`config.mk`:
```
export PLATFORM = sky130hd
export DESIGN_NAME = periph_lsu_flat
export DESIGN_NICKNAME = d
export VERILOG_FILES = /design/src/rtl/periph_lsu_if.sv /design/src/rtl/periph_lsu.sv /design/src/flat_wrapper.sv
export SDC_FILE = /design/constraint.sdc
export NUM_CORES = 1
export LEC_CHECK = 0
export CAP_MARGIN = 20
export CORE_MARGIN = 2
export CORE_UTILIZATION = 30
export DETAILED_ROUTE_END_ITERATION = 6
export PLACE_DENSITY = 0.61
export SLEW_MARGIN = 40
export SYNTH_ARGS = -nofsm -noshare
export SYNTH_HDL_FRONTEND = slang
export SYNTH_SLANG_ARGS = --single-unit
```
`constraint.sdc`:
```
create_clock -name clk -period 2.7 [get_ports clk]
set_clock_uncertainty 0.1 [all_clocks]
set_input_delay 0.675 -clock clk [delete_from_list [all_inputs] [get_ports clk]]
set_output_delay 0.675 -clock clk [all_outputs]
set_load 0.01 [all_outputs]
```
`src/rtl/periph_lsu_if.sv`:
```
// Core-side request/response and peripheral-bus signals of periph_lsu, bundled for port connection.
interface periph_lsu_if #(
   parameter int ADDR_W = 8
);
   logic              req;
   logic              we_in;
   logic [2:0]        funct3;
   logic [31:0]       addr;
   logic [31:0]       wdata_in;
   logic              ready;
   logic [31:0]       rdata;
   logic              rvalid;
   logic              err;
   logic [ADDR_W-1:0] p_addr;
   logic [3:0]        p_be;
   logic [31:0]       p_wdata;
   logic              p_we;
   logic [31:0]       p_q;

   modport slave (
      input  req, we_in, funct3, addr, wdata_in, p_q,
      output ready, rdata, rvalid, err, p_addr, p_be, p_wdata, p_we
   );

   modport master (
      output req, we_in, funct3, addr, wdata_in, p_q,
      input  ready, rdata, rvalid, err, p_addr, p_be, p_wdata, p_we
   );
endinterface

```
`src/rtl/periph_lsu.sv`:
```
// RV32I load/store front-end onto a synchronous peripheral bus; one request at a time.
// Optional PLSU_ERR_CNT_EN adds a saturating err pulse counter (err_cnt) with synchronous clear (err_clr).
module periph_lsu #(
   parameter logic [31:0] BASE_ADDR = 32'h0000_1000,
   parameter int          ADDR_W    = 8
) (
   input  logic         clk,
   input  logic         rst,
   periph_lsu_if.slave  bus
`ifdef PLSU_ERR_CNT_EN
   ,
   input  logic         err_clr,
   output logic [7:0]   err_cnt
`endif
);

   typedef enum logic [2:0] {
      IDLE  = 3'd0,
      WRITE = 3'd1,
      READ  = 3'd2,
      RESP  = 3'd3,
      ERR   = 3'd4
   } state_t;

   state_t            state_q, state_d;
   logic [ADDR_W-1:0] p_addr_q, p_addr_d;
   logic [3:0]        p_be_q, p_be_d;
   logic [31:0]       p_wdata_q, p_wdata_d;
   logic              p_we_q, p_we_d;
   logic [1:0]        off_q, off_d;
   logic [2:0]        f3_q, f3_d;
   logic [31:0]       rdata_q, rdata_d;

   logic        illegal, out_of_win, misaligned;
   logic [3:0]  req_be;
   logic [31:0] req_wdata;
   logic [7:0]  ld_byte;
   logic [15:0] ld_half;
   logic [31:0] ld_ext;

   always_comb begin
      illegal    = (bus.funct3 == 3'b011) || (bus.funct3 == 3'b110) ||
                   (bus.funct3 == 3'b111) || (bus.we_in && bus.funct3[2]);
      out_of_win = (bus.addr[31:8] != BASE_ADDR[31:8]);
      misaligned = ((bus.funct3[1:0] == 2'b01) && bus.addr[0]) ||
                   ((bus.funct3[1:0] == 2'b10) && (bus.addr[1:0] != 2'b00));
   end

   // Byte enables and lane-replicated write data for the requested size.
   always_comb begin
      req_be    = 4'b1111;
      req_wdata = bus.wdata_in;
      case (bus.funct3[1:0])
         2'b00: begin
            req_be    = 4'b0001 << bus.addr[1:0];
            req_wdata = {4{bus.wdata_in[7:0]}};
         end
         2'b01: begin
            req_be    = 4'b0011 << {bus.addr[1], 1'b0};
            req_wdata = {2{bus.wdata_in[15:0]}};
         end
         default: begin
            req_be    = 4'b1111;
            req_wdata = bus.wdata_in;
         end
      endcase
   end

   always_comb begin
      ld_byte = bus.p_q[7:0];
      case (off_q)
         2'd0:    ld_byte = bus.p_q[7:0];
         2'd1:    ld_byte = bus.p_q[15:8];
         2'd2:    ld_byte = bus.p_q[23:16];
         default: ld_byte = bus.p_q[31:24];
      endcase
      ld_half = off_q[1] ? bus.p_q[31:16] : bus.p_q[15:0];
      case (f3_q)
         3'b000:  ld_ext = {{24{ld_byte[7]}}, ld_byte};
         3'b100:  ld_ext = {24'd0, ld_byte};
         3'b001:  ld_ext = {{16{ld_half[15]}}, ld_half};
         3'b101:  ld_ext = {16'd0, ld_half};
         default: ld_ext = bus.p_q;
      endcase
   end

   always_comb begin
      state_d   = state_q;
      p_addr_d  = p_addr_q;
      p_be_d    = 4'd0;
      p_wdata_d = 32'd0;
      p_we_d    = 1'b0;
      off_d     = off_q;
      f3_d      = f3_q;
      rdata_d   = rdata_q;
      case (state_q)
         IDLE: begin
            if (bus.req) begin
               if (illegal || out_of_win || misaligned) begin
                  state_d = ERR;
               end else begin
                  state_d   = bus.we_in ? WRITE : READ;
                  p_addr_d  = ADDR_W'({bus.addr[7:2], 2'b00});
                  p_be_d    = req_be;
                  p_wdata_d = req_wdata;
                  p_we_d    = bus.we_in;
                  off_d     = bus.addr[1:0];
                  f3_d      = bus.funct3;
               end
            end
         end
         WRITE:   state_d = IDLE;
         READ:    state_d = RESP;
         RESP: begin
            state_d = IDLE;
            rdata_d = ld_ext;
         end
         ERR:     state_d = IDLE;
         default: state_d = IDLE;
      endcase
   end

   always_ff @(posedge clk or posedge rst) begin
      if (rst) begin
         state_q   <= IDLE;
         p_addr_q  <= '0;
         p_be_q    <= 4'd0;
         p_wdata_q <= 32'd0;
         p_we_q    <= 1'b0;
         off_q     <= 2'd0;
         f3_q      <= 3'd0;
         rdata_q   <= 32'd0;
      end else begin
         state_q   <= state_d;
         p_addr_q  <= p_addr_d;
         p_be_q    <= p_be_d;
         p_wdata_q <= p_wdata_d;
         p_we_q    <= p_we_d;
         off_q     <= off_d;
         f3_q      <= f3_d;
         rdata_q   <= rdata_d;
      end
   end

   // p_q is only valid during RESP, so rdata bypasses the holding register there.
   assign bus.rdata   = (state_q == RESP) ? ld_ext : rdata_q;
   assign bus.rvalid  = (state_q == RESP);
   assign bus.err     = (state_q == ERR);
   assign bus.ready   = (state_q == IDLE);
   assign bus.p_addr  = p_addr_q;
   assign bus.p_be    = p_be_q;
   assign bus.p_wdata = p_wdata_q;
   assign bus.p_we    = p_we_q;

`ifdef PLSU_ERR_CNT_EN
   logic [7:0] err_cnt_q, err_cnt_d;

   always_comb begin
      err_cnt_d = err_cnt_q;
      if (err_clr) begin
         err_cnt_d = 8'd0;
      end else if ((state_q == ERR) && (err_cnt_q != 8'hFF)) begin
         err_cnt_d = err_cnt_q + 8'd1;
      end
   end

   always_ff @(posedge clk or posedge rst) begin
      if (rst) begin
         err_cnt_q <= 8'd0;
      end else begin
         err_cnt_q <= err_cnt_d;
      end
   end

   assign err_cnt = err_cnt_q;
`else
   // Counter-free build: err pulses are not tallied.
`endif

endmodule

```
`src/flat_wrapper.sv`:
```
// flat-port wrapper written by rule: the top's interface ports become plain ports
module periph_lsu_flat 
#(
   parameter logic [31:0] BASE_ADDR = 32'h0000_1000,
   parameter int          ADDR_W    = 8
)
  (clk, rst, bus_req, bus_we_in, bus_funct3, bus_addr, bus_wdata_in, bus_p_q, bus_ready, bus_rdata, bus_rvalid, bus_err, bus_p_addr, bus_p_be, bus_p_wdata, bus_p_we);
  periph_lsu_if #(.ADDR_W(ADDR_W)) bus_i ();
  input  logic clk;
  input  logic rst;
  input wire logic [$bits(bus_i.req)-1:0] bus_req;
  input wire logic [$bits(bus_i.we_in)-1:0] bus_we_in;
  input wire logic [$bits(bus_i.funct3)-1:0] bus_funct3;
  input wire logic [$bits(bus_i.addr)-1:0] bus_addr;
  input wire logic [$bits(bus_i.wdata_in)-1:0] bus_wdata_in;
  input wire logic [$bits(bus_i.p_q)-1:0] bus_p_q;
  output wire logic [$bits(bus_i.ready)-1:0] bus_ready;
  output wire logic [$bits(bus_i.rdata)-1:0] bus_rdata;
  output wire logic [$bits(bus_i.rvalid)-1:0] bus_rvalid;
  output wire logic [$bits(bus_i.err)-1:0] bus_err;
  output wire logic [$bits(bus_i.p_addr)-1:0] bus_p_addr;
  output wire logic [$bits(bus_i.p_be)-1:0] bus_p_be;
  output wire logic [$bits(bus_i.p_wdata)-1:0] bus_p_wdata;
  output wire logic [$bits(bus_i.p_we)-1:0] bus_p_we;
  assign bus_i.req = bus_req;
  assign bus_i.we_in = bus_we_in;
  assign bus_i.funct3 = bus_funct3;
  assign bus_i.addr = bus_addr;
  assign bus_i.wdata_in = bus_wdata_in;
  assign bus_i.p_q = bus_p_q;
  assign bus_ready = bus_i.ready;
  assign bus_rdata = bus_i.rdata;
  assign bus_rvalid = bus_i.rvalid;
  assign bus_err = bus_i.err;
  assign bus_p_addr = bus_i.p_addr;
  assign bus_p_be = bus_i.p_be;
  assign bus_p_wdata = bus_i.p_wdata;
  assign bus_p_we = bus_i.p_we;
  periph_lsu #(.BASE_ADDR(BASE_ADDR), .ADDR_W(ADDR_W)) u_core (.clk(clk), .rst(rst), .bus(bus_i));
endmodule
```
==> out/qor_table.md <==
| Result | Reported |
| --- | --- |
| Final Slew Violations | 0 |
| Worst-case headroom to the max-slew limit | 0.560 |
| Placed Instance Area | 6300 µm² |
| Warnings, synthesis | 0 |
| Antenna violations before repair | 0 |
| Clock tree from TritonCTS | yes |
| Worst-case clock buffer depth | 2 |
| Clock Latency Late Sink | 0.34 ns |
| Avg WL per Cell | 16.9 µm |
| Most prevalent standard cell on the critical path | sky130_fd_sc_hd__buf_6 |
| Xor/xnor share of the synthesized area | 0 |
| Total die area | 14,000 µm² |
| Critical Path Source Type | register |
| Top fanout value on the critical path | 7 |
| Final worst-path cycle share | 1.06 |
| Wire length of the first global-routing pass | 22,300 µm |
| Final weighted congestion of routability-driven global placement | 0.855 |
| Cell row count | 41 |
| Number of global-route vias before repair | 4,181 |
| DRC violation count after routing | 0 |
| Power per Cell Area | 380 nW/µm² |
| Worst setup timing slack at the placement stage | -0.666 ns |
| Final instance area | 7210 µm² |
| Maximum ir drop on the vdd rail | 0.000259 V |
| Total number of vias | 3,984 |
| Biggest cell delay along the critical path | 0.41 ns |
| Worst Setup Slack, final | -0.164 ns |
| Number of clock sinks | 83 |
| Violated checks | setup timing |
| Max-cap violations | 0 |
| Diodes inserted | 0 |
| NumNets Final | 751 |
| All-layer global routing usage | 0.203 |
| Clock-pin slew of the registers on the worst-case setup and hold paths | 0.06 ns |
| Post-route ant nets | 0 |
| First-iteration detailed-routing DRC count | 229 |
| Number of H-tree branching levels | 3 |
| Die Width | 118 µm |
| Minimum clock period after layout | 2.86 ns |
| Final count of negative-setup-slack endpoints | 30 |
| Count of placed standard cells in the final layout, fillers left out | 824 |
| Multiplexer area fraction after synthesis | 0.131 |
| Final core area utilization | 0.569 |
| CTS buffer count | 9 |
| Synth Area per Inst | 10.1 µm² |
| Worst min path class | reg2reg |
| Core ar. | 12,700 µm² |
| Start-to-end type of the worst setup path | reg2out |
| Total iterations of the first detailed-routing run | 4 |
| Fraction of the yosys area taken by sequential cells | 0.531 |
| Leakage power summed over all cells | 3.24 nW |
| Unrepaired setup endpoints after global routing | true |
| Number of inserted filler cells in the final layout | 1,128 |
| WL final | 14,000 µm |
| Layout-stage area growth over the synthesis result | 84.4% |
| Worst Tran Pin Value | 0.658 ns |
| GRT Residual Overflow | 0 |
| Number of unique standard cell types used by synthesis | 45 |
| Number of hold violations in the final report | 0 |
| Share of synthesized cell area in full adder, half adder and majority cells | 0 |
| Arrival time at the worst endpoint | 2.09 ns |
| Pin count of the biggest net entering global routing | 52 |
| Height of the die | 118 µm |
| Slowest stage cell, crit path | sky130_fd_sc_hd__dfrtp_1 |
| Combinational family with the most area after synthesis | simple AND/OR/NAND/NOR gates |
| Synthesized cell area | 3910 µm² |
| Clock root cell | sky130_fd_sc_hd__clkbuf_16 |
| Number of instances in the synthesized netlist | 389 |
| Post-detailed-route via-to-cell ratio | 4.83 |
| Fraction of the mapped netlist area in compound gates | 0.105 |
| Synth Flop Type | sky130_fd_sc_hd__dfrtp_1 |
| Port bufs | 180 |
| Placed Instances | 772 |
| Starting density of the core | 0.309 |
| TNS Setup | -2.75 ns |
| Number of synthesized flops with an enable pin | 0 |
| Layout cell share with drive strength beyond 1 | 0.330 |
| Total design power | 2.74 mW |
| FFs w/ async S/R, synth | 1.00 |
| Number of placed I/O pins | 183 |
| Max Clock Freq | 349 MHz |
| DPL Wire Length | 9680 µm |
| Required time at the worst-slack endpoint | 1.92 ns |
| Number of storage elements in the synthesis netlist | 83 |
| Simple-gate portion of the synthesized area | 0.185 |
| Endpoint class of the critical path | output port |
| Tightest hold margin | 0.369 ns |
| Crit path cell chain | buf_12, mux2_4, o311ai_4, buf_2, buf_6, nand3_4, buf_6 |
| Result of the run | finished, violations left |
## report_power, final
group | leakage, nW | internal, mW | total (mW) | switching, mW
Sequential | 1.03 | 1.24 | 1.24 | 0.000512
Clock | 0.136 | 0.652 | 1.17 | 0.518
Combinational | 2.07 | 0.190 | 0.323 | 0.133
Total | 3.24 | 2.09 | 2.74 | 0.651
## routing by layer
layer,vias up,track usage,share of wire
li1,1855,-,-
met1,1928,0.240,0.40
met2,176,0.340,0.49
met3,25,0.0777,0.092
met4,0,0.0633,0.020
met5,-,0,0
## layout make-up
type,instances,area [µm²],area share
timing repair buffer,275,2560,0.355
clock buffer,11,243,0.0337
sequential,83,2080,0.288
inverter,13,52.6,0.00729
multi-input combinational,266,2020,0.281
clock inverter,4,35.0,0.00486
tap,172,215,0.0299
## timing repair
item | 4_1_cts | 5_1_grt
endpoints found under the setup margin | 32 | 33
hold buffers | 0 | 0
pin swaps | 15 | 13
gates resized for setup | 237 | 23
setup buffers | 28 | 10
gates cloned | 1 | 0
## flip-flops by register name (all words and copies together) (netlist names)
signal	count
u_core.bus.p_addr	6
u_core.bus.p_be	4
u_core.bus.p_wdata	32
u_core.bus.p_we	1
u_core.f3_q	3
u_core.off_q	2
u_core.rdata_q	32
u_core.state_q	3
## synthesized netlist by cell type, types with 2 or more instances
cell type | n | area [µm²]
sky130_fd_sc_hd__a21oi_1 | 19 | 95.1
sky130_fd_sc_hd__a22oi_1 | 8 | 60.1
sky130_fd_sc_hd__a2bb2o_1 | 4 | 40.0
sky130_fd_sc_hd__buf_1 | 6 | 22.5
sky130_fd_sc_hd__buf_2 | 2 | 10.0
sky130_fd_sc_hd__buf_4 | 2 | 15.0
sky130_fd_sc_hd__clkbuf_1 | 16 | 60.1
sky130_fd_sc_hd__dfrtp_1 | 83 | 2080
sky130_fd_sc_hd__inv_1 | 12 | 45.0
sky130_fd_sc_hd__mux2_2 | 20 | 225
sky130_fd_sc_hd__mux2i_1 | 25 | 250
sky130_fd_sc_hd__nand2_1 | 51 | 191
sky130_fd_sc_hd__nand2b_1 | 7 | 43.8
sky130_fd_sc_hd__nand3_1 | 32 | 160
sky130_fd_sc_hd__nand3b_1 | 2 | 15.0
sky130_fd_sc_hd__nor2_1 | 38 | 143
sky130_fd_sc_hd__nor3_1 | 2 | 10.0
sky130_fd_sc_hd__nor3b_1 | 3 | 22.5
sky130_fd_sc_hd__nor4_1 | 4 | 25.0
sky130_fd_sc_hd__nor4_2 | 2 | 25.0
sky130_fd_sc_hd__o21a_1 | 2 | 15.0
sky130_fd_sc_hd__o21ai_0 | 26 | 130
## placed cells by master, fill, tap and decap left out, types with 6 or more instances in the layout
master,netlist,routed
sky130_fd_sc_hd__nand3_4,0,10
sky130_fd_sc_hd__nor2_1,38,38
sky130_fd_sc_hd__buf_2,2,16
sky130_fd_sc_hd__clkdlybuf4s50_1,0,131
sky130_fd_sc_hd__nand3_1,32,17
sky130_fd_sc_hd__nand2_1,51,51
sky130_fd_sc_hd__mux2i_1,25,20
sky130_fd_sc_hd__mux2_4,1,11
sky130_fd_sc_hd__buf_6,1,30
sky130_fd_sc_hd__buf_4,2,74
sky130_fd_sc_hd__dlygate4sd2_1,0,11
sky130_fd_sc_hd__mux2_2,20,10
sky130_fd_sc_hd__dfrtp_1,83,83
sky130_fd_sc_hd__a21oi_1,19,19
sky130_fd_sc_hd__o21ai_0,26,18
sky130_fd_sc_hd__buf_12,0,6
sky130_fd_sc_hd__inv_1,12,11
sky130_fd_sc_hd__clkbuf_16,0,9
sky130_fd_sc_hd__a22oi_2,0,8
## cell families after synthesis
| kind of cell | after synthesis |
|---|---|
| buf+inv | 41 |
| simple gates | 150 |
| other cells | 1 |
| compound gates | 67 |
| mux | 47 |
| flops | 83 |
## final timing paths
path	to	slack, ns	cells past startpoint	startpoint
worst min register to register	u_core.rdata_q[0]	0.37	2	u_core.rdata_q[0]
worst min-delay path	u_core.rdata_q[0]	0.37	2	u_core.rdata_q[0]
worst max register to register	u_core.rdata_q[6]	0.12	14	u_core.off_q[1]
worst max-delay path	bus_rdata[18]	-0.16	7	u_core.off_q[1]
max in group asynchronous	u_core.f3_q[2]	1.56	3	rst
min in group asynchronous	u_core.bus.p_wdata[16]	0.65	3	rst
## critical path, delay by kind of cell (launching register included)
kind / cells / cell delay [ns]
buf+inv: 4 / 0.64
flops: 1 / 0.41
compound gates: 1 / 0.30
mux: 1 / 0.32
simple gates: 1 / 0.07
(Power assumes the default switching activity.)
